`config.mk`:
```
export PLATFORM = sky130hd
export DESIGN_NAME = key_conditioner
export DESIGN_NICKNAME = d
export VERILOG_FILES = /design/src/rtl/key_conditioner.sv
export SDC_FILE = /design/constraint.sdc
export NUM_CORES = 1
export LEC_CHECK = 0
export ABC_CLOCK_PERIOD_IN_PS = 3930
export CORE_MARGIN = 2
export CORE_UTILIZATION = 55
export CTS_BUF_LIST = sky130_fd_sc_hd__clkbuf_16
export CTS_CLUSTER_DIAMETER = 150
export CTS_CLUSTER_SIZE = 10
export DETAILED_ROUTE_END_ITERATION = 10
export GPL_ROUTABILITY_DRIVEN = 0
export PLACE_DENSITY = 0.72
export REMOVE_ABC_BUFFERS = 1
export SETUP_SLACK_MARGIN = 0.4
export SYNTH_ARGS = -nofsm -noshare
export SYNTH_HDL_FRONTEND = slang
export SYNTH_SLANG_ARGS = --single-unit
```
`constraint.sdc`:
```
create_clock -name clk -period 3.93 [get_ports clk]
set_input_delay 0.393 -clock clk [delete_from_list [all_inputs] [get_ports clk]]
set_output_delay 0.393 -clock clk [all_outputs]
set_load 0.05 [all_outputs]
```
`src/rtl/key_conditioner.sv`:
```
// key_conditioner: conditions one raw active-low pushbutton.
// The chain is a two-flop synchronizer, then a debounce FSM with saturating
// counters, then registered one-cycle press/release/repeat strobes.
module key_conditioner #(
    parameter int DEBOUNCE_CYCLES = 500000,
    parameter bit REPEAT_EN       = 1'b1,
    parameter int REPEAT_DELAY    = 25000000,
    parameter int REPEAT_PERIOD   = 5000000
) (
    input  logic clk,
    input  logic reset,
    input  logic key_n,
    output logic held,
    output logic press_pulse,
    output logic release_pulse,
    output logic repeat_pulse,
    output logic key_event
);

    // One counter width covers both counters, so it is sized for the largest parameter.
    localparam int MAX_A = (DEBOUNCE_CYCLES > REPEAT_DELAY) ? DEBOUNCE_CYCLES : REPEAT_DELAY;
    localparam int MAX_P = (MAX_A > REPEAT_PERIOD) ? MAX_A : REPEAT_PERIOD;
    localparam int CW    = $clog2(MAX_P) + 1;

    localparam logic [CW-1:0] DB_LAST      = CW'(DEBOUNCE_CYCLES - 1);
    localparam logic [CW-1:0] RPT_DLY_LAST = CW'(REPEAT_DELAY - 1);
    localparam logic [CW-1:0] RPT_PER_LAST = CW'(REPEAT_PERIOD - 1);
    localparam logic [CW-1:0] CNT_ONE      = CW'(1);
    localparam logic [CW-1:0] CNT_ZERO     = CW'(0);

    typedef enum logic [1:0] {
        IDLE         = 2'd0,
        PRESS_WAIT   = 2'd1,
        HELD         = 2'd2,
        RELEASE_WAIT = 2'd3
    } state_t;

    state_t          state_q, state_d;
    logic            sync1_q, sync1_d;
    logic            sync2_q, sync2_d;
    logic [CW-1:0]   db_cnt_q, db_cnt_d;
    logic [CW-1:0]   rpt_cnt_q, rpt_cnt_d;
    logic            first_rpt_q, first_rpt_d;
    logic            held_q, held_d;
    logic            press_q, press_d;
    logic            release_q, release_d;
    logic            repeat_q, repeat_d;
    logic            event_q, event_d;
    logic [CW-1:0]   rpt_thr_s;

    // The first repeat waits the long delay, later ones the short period.
    assign rpt_thr_s = first_rpt_q ? RPT_DLY_LAST : RPT_PER_LAST;

    // Next-state logic: synchronizer shift, debounce FSM, repeat timer and strobes.
    always_comb begin
        sync1_d     = key_n;
        sync2_d     = sync1_q;
        state_d     = state_q;
        db_cnt_d    = db_cnt_q;
        rpt_cnt_d   = rpt_cnt_q;
        first_rpt_d = first_rpt_q;
        press_d     = 1'b0;
        release_d   = 1'b0;
        repeat_d    = 1'b0;

        case (state_q)
            IDLE: begin
                if (!sync2_q) begin
                    state_d  = PRESS_WAIT;
                    db_cnt_d = CNT_ONE;
                end else begin
                    db_cnt_d = CNT_ZERO;
                end
            end
            PRESS_WAIT: begin
                if (sync2_q) begin
                    state_d  = IDLE;
                    db_cnt_d = CNT_ZERO;
                end else if (db_cnt_q >= DB_LAST) begin
                    state_d     = HELD;
                    press_d     = 1'b1;
                    rpt_cnt_d   = CNT_ZERO;
                    first_rpt_d = 1'b1;
                end else begin
                    db_cnt_d = db_cnt_q + CNT_ONE;
                end
            end
            HELD: begin
                if (sync2_q) begin
                    // rpt_cnt is left untouched so a release bounce resumes the timing
                    state_d  = RELEASE_WAIT;
                    db_cnt_d = CNT_ONE;
                end else if (REPEAT_EN) begin
                    if (rpt_cnt_q >= rpt_thr_s) begin
                        repeat_d    = 1'b1;
                        rpt_cnt_d   = CNT_ZERO;
                        first_rpt_d = 1'b0;
                    end else begin
                        rpt_cnt_d = rpt_cnt_q + CNT_ONE;
                    end
                end else begin
                    rpt_cnt_d = CNT_ZERO;
                end
            end
            RELEASE_WAIT: begin
                if (!sync2_q) begin
                    state_d = HELD;
                end else if (db_cnt_q >= DB_LAST) begin
                    state_d   = IDLE;
                    release_d = 1'b1;
                    db_cnt_d  = CNT_ZERO;
                end else begin
                    db_cnt_d = db_cnt_q + CNT_ONE;
                end
            end
            default: begin
                state_d     = IDLE;
                db_cnt_d    = CNT_ZERO;
                rpt_cnt_d   = CNT_ZERO;
                first_rpt_d = 1'b1;
            end
        endcase

        held_d  = (state_d == HELD) || (state_d == RELEASE_WAIT);
        event_d = press_d | repeat_d;
    end

    // State and output registers with synchronous active-high reset.
    always_ff @(posedge clk) begin
        if (reset) begin
            sync1_q     <= 1'b1;
            sync2_q     <= 1'b1;
            state_q     <= IDLE;
            db_cnt_q    <= CNT_ZERO;
            rpt_cnt_q   <= CNT_ZERO;
            first_rpt_q <= 1'b1;
            held_q      <= 1'b0;
            press_q     <= 1'b0;
            release_q   <= 1'b0;
            repeat_q    <= 1'b0;
            event_q     <= 1'b0;
        end else begin
            sync1_q     <= sync1_d;
            sync2_q     <= sync2_d;
            state_q     <= state_d;
            db_cnt_q    <= db_cnt_d;
            rpt_cnt_q   <= rpt_cnt_d;
            first_rpt_q <= first_rpt_d;
            held_q      <= held_d;
            press_q     <= press_d;
            release_q   <= release_d;
            repeat_q    <= repeat_d;
            event_q     <= event_d;
        end
    end

    assign held          = held_q;
    assign press_pulse   = press_q;
    assign release_pulse = release_q;
    assign repeat_pulse  = repeat_q;
    assign key_event     = event_q;

endmodule

```
Word level (Yosys, flattened, before mapping):

Cells that the tools add are included.

* add/sub/neg operators: 2
* magnitude comparators: 2
* equal/unequal tests: 12
* multiplexer cells: 31
* bitwise gates (word level): 3
* reduce and logical (&&, ||, !) cells: 7

Operators by type and width (count)
* two-way mux 26 bit: 9
* one-hot mux 26 bit (4 select lines): 1
* adder 26 x 1 -> 26 bit, second input constant: 2
* one-hot mux 26 bit (2 select lines): 1
* >= comparator 26 x 19 -> 1 bit, second input constant: 1
* >= comparator 26 x 25 -> 1 bit: 1
* two-way mux 25 bit: 1
* two-way mux 2 bit: 6
* inequality test 2 bit, second input constant: 6
* two-way mux 1 bit: 11
* equality test 2 bit, second input constant: 4
* one-hot mux 2 bit (4 select lines): 1
* AND reduction 5 bit: 1
* AND reduction 4 bit: 1
* inequality test 3 bit, second input constant: 1
* AND reduction 3 bit: 1
* OR reduction 3 bit: 1
* equality test 2 x 1 -> 1 bit, second input constant: 1
* zero test 2 bit: 1
* inverter 1 bit: 2
* one-hot mux 1 bit (2 select lines): 1
* nonzero test 2 bit: 1
* logical OR 1 bit: 1
* OR 1 bit: 1

* flip-flop bits (word level): 62
* output and inout port bits: 5

Depth between registers and ports, before layout:

* depth after elaboration: 6
* gate-level depth with buffers: 11

Worst setup path after synthesis:

No wires, ideal clock.

* path kind: reg2reg
* start: reg first_rpt_q
* end: reg rpt_cnt_q[19]
* setup time: 0.129 ns
* arrival: 2.522 ns
* path slack: 1.279 ns
* stages on the path, launching flop included: 12
* clock period less this slack: 2.651 ns
* cells stage by stage: dfxtp_1 inv_1 ha_1 or4bb_1 or3_1 a31oi_1 o32a_1 buf_2 nor2_2 buf_2 a32oi_1 nand2_1

* longest elaborated chain between the ends: 5

RTL lines
* start: declaration: line 43 `logic first_rpt_q, first_rpt_d;`
* start signal: assignment: line 148 `first_rpt_q <= first_rpt_d;`
* two-way mux 25 bit: line 52 `assign rpt_thr_s = first_rpt_q ? RPT_DLY_LAST : RPT_PER_LAST;`
* >= comparator 26 x 25 -> 1 bit: line 94 `if (rpt_cnt_q >= rpt_thr_s) begin`
* two-way mux 26 bit: line 94
* two-way mux 26 bit: line 89 `if (sync2_q) begin`
* one-hot mux 26 bit (2 select lines): line 66 `case (state_q)`
* end signal: assignment: line 147 `rpt_cnt_q <= rpt_cnt_d;`
* end: declaration: line 42 `logic [CW-1:0] rpt_cnt_q, rpt_cnt_d;`

Every way passes these cells. The select of a mux whose other input is x is not followed.
A chain may end at the register's enable or synchronous reset.

Final worst setup path:

* start: reg first_rpt_q
* end: reg rpt_cnt_q[10]

Same word-level chain as after synthesis.

==> impl_summary.md <==
Timing
The clock period could shrink to 3.207 ns. Based on the critical path, the design can be clocked at up to 0.3118 GHz. The post-route clock period utilization is 0.8160. Setup repair after global routing left no endpoint under its margin. Clock skew on the completed layout was measured at 0.007800 ns.

The transition time at the pin with the least slew margin is 0.7482 ns. The number of hold violations in the final report is 0. The final setup violation count is 0. The worst slew slack as a fraction of its limit is 0.4994. The final number of max-transition violations was 0. The aggregate negative setup slack is 0 ns.

The worst setup slack after layout is 0.7232 ns.

Power
Of the total power, the clock network draws 0.538. The maximum resistive drop on vdd is 0.3006 mV. Of the total power, the share spent switching nets is 0.2047. In this run the power density over the cells is 398.8 mW/mm². The cell internal power dissipation is 1.122 mW.

The power share of the combinational group is 0.013. The static leakage is 1.217 nW. The analysis attributes to net switching a power of 0.2887 mW.

The share of power burned in registers is 0.449.

Synthesis
The post-synthesis cell area is 0.003152 mm². The cell count after synthesis is 385. The dominant combinational cell family by area after synthesis is simple AND/OR/NAND/NOR gates.

Of the post-synthesis cell area, the part taken by muxes is 0.003176. The sequential share of the synthesized area is 0.3938. The most used flip-flop cell after synthesis is sky130_fd_sc_hd__dfxtp_1. The number of storage elements in the synthesis netlist is 62. The share of the synthesized netlist area taken by xor and xnor gates is 0.06669. The mean instance size in the synthesized netlist is 8.186 µm².

The complex-gate fraction of the synthesized area came to 0.1719. The total of warnings raised by yosys is 0. After synthesis, the share of flip-flops with an asynchronous set or reset is 0. Of the total synthesized cell area, the portion taken by AND, OR, NAND and NOR gates is 0.2791. In this run, synthesis inferred 0 flip-flops with an integrated enable. Of the total synthesized cell area, the portion taken by full adders, half adders and majority gates is 0.03970. In this run, distinct cell masters in the synthesized netlist total 56.

Floorplan
The die is 79.70 µm wide. The floorplan has 27 rows. For this configuration, the core starts out at a cell density of 0.5724. In this run the vertical extent of the chip is 79.70 µm.

The core outline area is 0.005507 mm². The die footprint is 0.006352 mm². Pin placement for this block handled 8 I/O pins.

Route
The first detailed-routing pass ran for 4 iterations. The violation count after the first detailed-route iteration is 251. The remaining antenna violation count after routing is 0.

The total vias in the final route is 2729. The routed wirelength normalized by instance count is 14.08 µm. The DRC violation count after routing is 0. The average vias per placed instance is 5.856. After detailed routing, the total wire length is 6561 µm.

Clock tree
The number of clock sinks seen by CTS is 62. The tree is rooted in a sky130_fd_sc_hd__clkbuf_16. TritonCTS built the clock tree. After clock tree synthesis, the clock-pin slew on the worst setup and hold paths is 0.05 ns. The number of hold buffers added after cts is 0. The number of H-tree levels is 3. The later pin in the worst-skew pair is clocked with a latency of 0.33 ns.

In this run the deepest clock path goes through 2 buffers. In this run, CTS created clock tree buffers numbering 9.

Cells and area
In the final layout, the share of cells above drive strength 1 is 0.06853. Counting the fill cells in the layout gives 468. The post-synthesis to final-layout area growth is 12.23%. Once layout is done, the placed cells without fillers occupy 0.003537 mm². The number of nets in the finished design is 402. The count of cells in the finished layout, fillers not included, comes to 466. At the end of the flow the core is filled with cells to 0.6424. The repair_antennas step left the layout with diodes totalling 0.

GRT
The total grt overflow is 0. The largest net degree at the start of global routing is 22. Across every metal layer, demand over resource in global routing totals 0.2265. The via count of the first global-routing pass is 2552. The first global-routing pass estimated 11300 µm of wire.

The initial antenna violation count was 0.

Critical path
The critical path goes through inv_1 -> ha_1 -> or4bb_1 -> or3_1 -> a31oi_1 -> o32a_1 -> nor2_2 -> buf_4 -> a21o_1 -> a22o_1. The worst setup path is of the flip-flop to flip-flop kind. The largest incremental delay on the critical path is 0.49 ns. STA classifies the critical path startpoint as a flip-flop. The kind of end point of the critical path is a flip-flop. Of all nets on the critical path, the largest fanout is 10. Data arrives at the worst endpoint at 3.42 ns.

Data on the critical path is required at its endpoint by 4.15 ns. For the worst flop-to-flop path, the logic depth is 10. On the critical path, the stage with the largest delay is an instance of sky130_fd_sc_hd__or4bb_1.

Job
The max capacitance violation total is 0.

Placement
The pre-CTS setup slack is 0.6495 ns. The count of buffers inserted at the top-level ports is 7. Once placement finished, the instance area stood at 0.003243 mm². Summed over all nets, the half-perimeter wirelength after detailed placement is 4411 µm. The cell count after placement is 450.

Hold path
The number of instances on the worst hold path is 1. The worst min-delay path class is flip-flop to flip-flop.

Outcome
The flow ran to the end, and the final reports show no timing, DRC or antenna violations.
-- worst paths after layout --
path	end	slack (ns)	from
worst max-delay path	rpt_cnt_q[10]$_SDFFE_PP0P_	0.72	first_rpt_q$_SDFFE_PP1P_
worst min register to register	sync2_q$_SDFF_PP1_	0.41	sync1_q$_SDFF_PP1_
worst min-delay path	sync2_q$_SDFF_PP1_	0.41	sync1_q$_SDFF_PP1_
worst max register to register	rpt_cnt_q[10]$_SDFFE_PP0P_	0.72	first_rpt_q$_SDFFE_PP1P_
-- synth_stat cells (8+ instances only) --
library cell	instances	area, µm²
sky130_fd_sc_hd__a21oi_1	14	70.07
sky130_fd_sc_hd__a311oi_1	8	70.07
sky130_fd_sc_hd__and3_1	8	50.05
sky130_fd_sc_hd__dfxtp_1	62	1241
sky130_fd_sc_hd__ha_1	10	125.1
sky130_fd_sc_hd__inv_1	11	41.29
sky130_fd_sc_hd__nand2_1	36	135.1
sky130_fd_sc_hd__nand3_1	25	125.1
sky130_fd_sc_hd__nand4_1	12	75.07
sky130_fd_sc_hd__nor2_1	54	202.7
sky130_fd_sc_hd__nor3_1	19	95.09
sky130_fd_sc_hd__o21ai_0	22	110.1
sky130_fd_sc_hd__xor2_1	17	148.9
-- area by class of cell --
class                   instances  area (µm²)  area share
flip-flops and latches         62        1241      0.3509
well taps                      72       90.09     0.02547
inverters                      12       45.04     0.01273
clock buffers                   9       225.2     0.06367
repair buffers                 11       100.1     0.02830
multi-input cells             293        1769      0.5002
clock inverters                 7       66.31     0.01875
-- worst max-delay path: cells and delay by family (launching register included) --
kind	cells	cell delay (ns)
AND/OR/NAND/NOR	3	1.07
AO/OA/AOI/OAI	4	0.97
flip-flops	1	0.37
buffers and inverters	2	0.36
adder cells (fa/ha/maj)	1	0.32
-- metrics by stage --
step	hold slack, ns	power [mW]
after global placement	0.3908	0.6636
final	0.4138	1.411
after floorplan	0.3895	0.6539
after CTS	0.4172	1.423
after detailed placement	0.3987	0.6639
after global routing	0.4455	1.455
-- logic make-up (layout without fill, tap and decap cells) --
family	after synthesis	in the layout
xor+xnor	24	24
flops	62	62
mux	1	1
fa+ha+maj	10	10
buf+inv	30	39
compound gates	77	77
simple gates	181	181
-- power by group through the flow --
| stage | clock network [mW] | registers (mW) | logic (mW) |
|---|---|---|---|
| after floorplan | 0 | 0.646 | 0.00827 |
| final | 0.760 | 0.633 | 0.0179 |
| after detailed placement | 0 | 0.646 | 0.0176 |
| after global placement | 0 | 0.646 | 0.0174 |
| after CTS | 0.772 | 0.633 | 0.0177 |
| after global routing | 0.802 | 0.633 | 0.0201 |
-- registers in the layout (all words and copies together) (netlist names) --
name and count:
db_cnt_q 26, first_rpt_q 1, held 1, key_event 1, press_pulse 1, release_pulse 1
repeat_pulse 1, rpt_cnt_q 26, state_q 2, sync1_q 1, sync2_q 1
-- routing by layer --
layer	track usage	part of all wire	up-vias
li1	-	-	1405
met1	0.2962	0.48	1261
met2	0.3546	0.46	46
met3	0.03846	0.032	17
met4	0.1241	0.028	0
met5	0	0	-
-- cell usage in the layout (no fill, tap or decap), types with 2 or more instances in the layout --
cell type                         instances
sky130_fd_sc_hd__and4_1                   4
sky130_fd_sc_hd__nand3_1                 25
sky130_fd_sc_hd__buf_4                    4
sky130_fd_sc_hd__clkdlybuf4s50_1          7
sky130_fd_sc_hd__nand4_1                 12
sky130_fd_sc_hd__and2_1                   2
sky130_fd_sc_hd__a31oi_1                  4
sky130_fd_sc_hd__a311oi_1                 8
sky130_fd_sc_hd__nand2b_1                 3
sky130_fd_sc_hd__clkinv_1                 2
sky130_fd_sc_hd__a21oi_1                 14
sky130_fd_sc_hd__o211ai_1                 3
sky130_fd_sc_hd__nand2_1                 36
sky130_fd_sc_hd__or3_1                    3
sky130_fd_sc_hd__xor2_1                  17
sky130_fd_sc_hd__nor2_1                  53
sky130_fd_sc_hd__o31ai_1                  2
sky130_fd_sc_hd__o21ai_1                  2
sky130_fd_sc_hd__o21ai_0                 22
sky130_fd_sc_hd__nor4_1                   5
sky130_fd_sc_hd__dfxtp_1                 62
sky130_fd_sc_hd__inv_1                   12
sky130_fd_sc_hd__a32oi_1                  2
sky130_fd_sc_hd__nor2_2                   3
sky130_fd_sc_hd__ha_1                    10
sky130_fd_sc_hd__and3_1                   8
sky130_fd_sc_hd__o311ai_0                 2
sky130_fd_sc_hd__clkbuf_16                9
sky130_fd_sc_hd__nor3_1                  19
sky130_fd_sc_hd__a211oi_1                 2
sky130_fd_sc_hd__clkinvlp_4               2
sky130_fd_sc_hd__xnor2_1                  7
sky130_fd_sc_hd__or2_2                    2
sky130_fd_sc_hd__nor3b_1                  2
-- what timing repair did --
item / CTS / global route
setup endpoints to repair: 0 / 5
setup buffers: 0 / 0
gates resized for setup: 0 / 1
Power figures use the tool's default switching activity.
